$ cat src/rtl/ac2_pkg.sv
// ac2 sequencer shared types and constants.
// State encoding and channel count used by ac2_seq.
package ac2_pkg;

  typedef enum logic [1:0] {
    IDLE,
    CLEAR,
    ACC,
    DRAIN
  } state_t;

  localparam int NUM_CH = 4;

endpackage

$ cat src/rtl/ac2_seq.sv
// Sequencer for the ac2 shift-accumulator: clears four channels,
// steps slice-major/channel-minor beats, then drains results.
module ac2_seq
  import ac2_pkg::*;
#(
  parameter int M    = 16,
  parameter int Pa   = 8,
  parameter int Pw   = 4,
  parameter int NS_W = 4
) (
  input  logic            clk,
  input  logic            rst,
  input  logic            start,
  input  logic [NS_W-1:0] n_slices,
  input  logic            in_valid,
  output logic            in_ready,
  output logic            ac_valid,
  output logic            ac_cl_en,
  output logic [1:0]      ac_w_en,
  output logic            res_valid,
  output logic [1:0]      res_sel,
  input  logic            res_ready,
  output logic            busy,
  output logic            done
);

  // M, Pa and Pw size the datapath this block steers; reject
  // nonsensical values at elaboration.
  if (M < 1 || Pa < 1 || Pw < 1 || NS_W < 1) begin : g_chk
    $error("ac2_seq: parameters must be positive");
  end

  localparam logic [1:0] CH_LAST = 2'(NUM_CH - 1);

  state_t          state_q, state_d;
  logic [1:0]      ch_q, ch_d;
  logic [NS_W-1:0] sl_q, sl_d;
  logic [NS_W-1:0] ns_q, ns_d;

  // State and counter registers.
  always_ff @(posedge clk) begin
    if (rst) begin
      state_q <= IDLE;
      ch_q    <= '0;
      sl_q    <= '0;
      ns_q    <= '0;
    end else begin
      state_q <= state_d;
      ch_q    <= ch_d;
      sl_q    <= sl_d;
      ns_q    <= ns_d;
    end
  end

  // Next-state, counter update and output decode.
  always_comb begin
    state_d   = state_q;
    ch_d      = ch_q;
    sl_d      = sl_q;
    ns_d      = ns_q;
    in_ready  = 1'b0;
    ac_valid  = 1'b0;
    ac_cl_en  = 1'b0;
    ac_w_en   = 2'd0;
    res_valid = 1'b0;
    res_sel   = 2'd0;
    done      = 1'b0;
    busy      = (state_q != IDLE);

    unique case (state_q)
      IDLE: begin
        if (start) begin
          ns_d    = (n_slices == '0) ? NS_W'(1) : n_slices;
          ch_d    = 2'd0;
          sl_d    = '0;
          state_d = CLEAR;
        end
      end
      CLEAR: begin
        ac_cl_en = 1'b1;
        ac_w_en  = ch_q;
        ch_d     = ch_q + 2'd1;
        if (ch_q == CH_LAST) state_d = ACC;
      end
      ACC: begin
        in_ready = 1'b1;
        ac_w_en  = ch_q;
        ac_valid = in_valid;
        if (in_valid) begin
          ch_d = ch_q + 2'd1;
          if (ch_q == CH_LAST) begin
            if (sl_q == ns_q - NS_W'(1)) begin
              sl_d    = '0;
              ch_d    = 2'd0;
              state_d = DRAIN;
            end else begin
              sl_d = sl_q + NS_W'(1);
            end
          end
        end
      end
      DRAIN: begin
        res_valid = 1'b1;
        res_sel   = ch_q;
        if (res_ready) begin
          ch_d = ch_q + 2'd1;
          if (ch_q == CH_LAST) begin
            done    = 1'b1;
            state_d = IDLE;
          end
        end
      end
    endcase

    // Outputs stay quiet while reset is asserted.
    if (rst) begin
      in_ready  = 1'b0;
      ac_valid  = 1'b0;
      ac_cl_en  = 1'b0;
      ac_w_en   = 2'd0;
      res_valid = 1'b0;
      res_sel   = 2'd0;
      busy      = 1'b0;
      done      = 1'b0;
    end
  end

endmodule

$ cat config.mk
export PLATFORM = sky130hd
export DESIGN_NAME = ac2_seq
export DESIGN_NICKNAME = d
export VERILOG_FILES = /design/src/rtl/ac2_pkg.sv /design/src/rtl/ac2_seq.sv
export SDC_FILE = /design/constraint.sdc
export NUM_CORES = 1
export LEC_CHECK = 0
export BUFFER_PORTS_ARGS = -buffer_cell sky130_fd_sc_hd__buf_4
export CAP_MARGIN = 20
export CORE_MARGIN = 3
export CORE_UTILIZATION = 55
export CTS_BUF_LIST = sky130_fd_sc_hd__clkbuf_8 sky130_fd_sc_hd__clkbuf_16
export CTS_CLUSTER_DIAMETER = 200
export DETAILED_ROUTE_END_ITERATION = 8
export PLACE_DENSITY_LB_ADDON = 0.12
export SLEW_MARGIN = 10
export SYNTH_ARGS = -nofsm -noshare
export SYNTH_HDL_FRONTEND = slang
export SYNTH_SLANG_ARGS = --single-unit
$ cat constraint.sdc
create_clock -name clk -period 4.18 [get_ports clk]
set_input_delay 0.836 -clock clk [delete_from_list [all_inputs] [get_ports clk]]
set_output_delay 0.836 -clock clk [all_outputs]
set_load 0.005 [all_outputs]
==> results.yml <==
outcome:
  status: "complete, no violations"
synth:
  synth_fp_nets: 106
  synth_area_um2: 812
  synth-seq-cells: 12
  synth_warnings: 0
  synth_top_area_share_pct: 29.6
  syn_inst: 90
  yosysSeqAreaShare_pct: 29.6
  synth.distinct_cells: 32
  synthTopCellsByArea: "dfxtp_1 (30%), ha_1 (11%), nor2_1 (4.6%), xnor2_1 (4.3%), o41ai_4 (3.4%)"
  syn_avg_cell_area_um2: 9.02
  synth_top_area_cell: "dfxtp_1"
die:
  die_h_um: 44.4
  start_util_pct: 60.1
  fp.dieArea_um2: 1970
  pin_count: 19
  design.core.area_um2: 1350
  fp.dieW_um: 44.4
  num_rows: 13
timing:
  slew_viol_final: 0
  final_hold_viol_count: 0
  fin_crit_sh_pct: 56.0
  fmax_mhz: 427
  worst_pin_slew_ns: 0.393
  rsz0062_at_grt: "false"
  setup_viol: 0
  tns_ns: 0
  relSlewSlack_pct: 73.6
  finalCriticalPeriod_ns: 2.34
  skew_ns: 0.00217
  hold_ws_ns: 0.469
final_layout:
  stdcell_count: 125
  num_antenna_cells: 0
  layout_commonest_cell: "buf_4"
  layout_common_cells: "buf_4 (18), dfxtp_1 (12), nor2_1 (10), nand2_1 (7), ha_1 (7)"
  final_util_pct: 74.2
  post-route-cell-area_um2: 1000
  area_delta_synth_final_pct: 23.4
  drive_above_1_share_pct: 25.5
  fin_nets: 127
cts:
  path_clk_slew_ns: 0.06
  clkLatencyLatePin_ns: 0.24
  cts_buffer_depth: 2
  numCtsBuffers: 3
  cts_sinks: 12
  ctsHoldBuffers: 0
  cts_tree: "done"
  cts_resized: 0
  post_cts_buffers: 0
  ctsHtreeMaxLevel: 1
  root_buffer: "clkbuf_8"
setup_path:
  reg2reg_from: "state_q[0]"
  crit_path_start: "state_q[0]"
  crit_path_start_kind: "flop"
  endpoint: "ac_valid"
  critical_path_class: "flop to output pin"
  crit_fanout: 4
  crit-reg2reg-capture: "ch_q[0]"
  setup.worst_path.end_class: "output pin"
  rrSetupSlack_ns: 2.26
  arrival_ns: 1.51
  critPathRequiredTime_ns: 3.34
  reg2regPathDepth: 7
route:
  firstDrtPassIters: 4
  drt_iter0_markers: 9
  wl_um: 1620
  viasPerCell: 5.52
  avgRoutedWirePerCell_um: 12.9
  drc_errors: 0
  route.vias.total: 690
  antenna_left: 0
placement:
  io_buffers: 18
  dp.cells: 121
  placed_area_um2: 947
  hpwl_um: 1270
  gp_congestion: 0.729
power_and_ir_drop:
  ir_worst_vdd_mv: 0.486
  power.density_nw_per_um2: 593
  leakage_nw: 0.451
grt:
  track_usage_pct: 20.2
  overflow: 0
  grt_pass1_vias: 649
  grt_pass1_wl_um: 2880
  grt_max_degree: 16
  antenna_found_initial: 0
hold_path:
  min_path_type: "flop to flop"
run:
  maxCapViolations: 0
-- layer usage --
metal | track usage, % | up-vias | part of all wire (%)
met4 | 12.7 | 0 | 2.5
met3 | 2.85 | 5 | 5.2
met5 | 0 | - | 0
met2 | 31.1 | 21 | 46
li1 | - | 349 | -
met1 | 26.4 | 315 | 46
-- sequential cells by signal (all words and copies together) (netlist names) --
register,cells
state_q,2
sl_q,4
ch_q,2
ns_q,4
-- Yosys cell counts --
cell,n
and3b_1,2
mux2i_1,2
a21oi_1,4
xnor3_1,1
buf_6,1
nand2_1,7
nor3_1,4
o41ai_4,1
xor2_1,3
o2111ai_1,1
xnor2_1,4
buf_4,1
nand3_1,4
or3b_1,1
and3_1,1
a22oi_1,1
inv_1,6
nor2_1,10
and4_2,1
a211oi_1,2
nand2b_1,2
o22ai_1,1
o211ai_4,1
ha_1,7
nor2b_1,2
nand3_2,1
a21o_1,1
dfxtp_1,12
o21ai_1,1
nand2b_2,1
a21boi_2,1
and2_1,3
-- area by class of cell --
cell class / count / area, um2
multi-input cells: 70 / 531
repair buffers: 18 / 135
fillers: 109 / 348
well taps: 15 / 18.8
clock buffers: 4 / 55.1
flip-flops and latches: 12 / 240
inverters: 6 / 22.5
-- power by group --
| group | total [mW] | internal, mW | switching [mW] |
|---|---|---|---|
| Combinational | 0.302 | 0.135 | 0.167 |
| Sequential | 0.163 | 0.139 | 0.0240 |
| Clock | 0.130 | 0.0834 | 0.0466 |
| Total | 0.595 | 0.358 | 0.237 |
-- stage by stage --
stage	setup WS [ns]	total power [mW]
2_1_floorplan	2.14	0.401
3_3_place_gp	1.88	0.453
3_5_place_dp	1.85	0.467
4_1_cts	1.84	0.595
5_1_grt	1.73	0.642
6_report	1.84	0.595
-- how the worst min path moves through the flow --
stage	from	to	slack, ns	depth (start not counted)
finish	ns_q[3]	ns_q[3]	0.47	2
global route	ns_q[1]	ns_q[1]	0.50	2
CTS	ns_q[3]	ns_q[3]	0.47	2
detailed placement	ns_q[3]	ns_q[3]	0.46	2
global placement	ns_q[3]	ns_q[3]	0.46	2
floorplan	ns_q[3]	ns_q[3]	0.45	2
-- logic make-up after synthesis --
kind of cell,after synthesis,synth area share [%]
AOI/OAI and AO/OA,14,16.0
xor gates and xnor gates,8,10.3
adders and majority gates,7,10.8
buffers and inverters,8,5.08
DFF,12,29.6
muxes,2,2.47
and+or+nand+nor,39,25.7
-- worst max-delay path, stage by stage (launching register included) --
cell,delay (ns)
dfxtp_1,0.38
inv_1,0.08
ha_1,0.25
inv_1,0.17
nor2_1,0.09
and2_1,0.17
buf_4,0.13
Power figures use the tool's default switching activity.
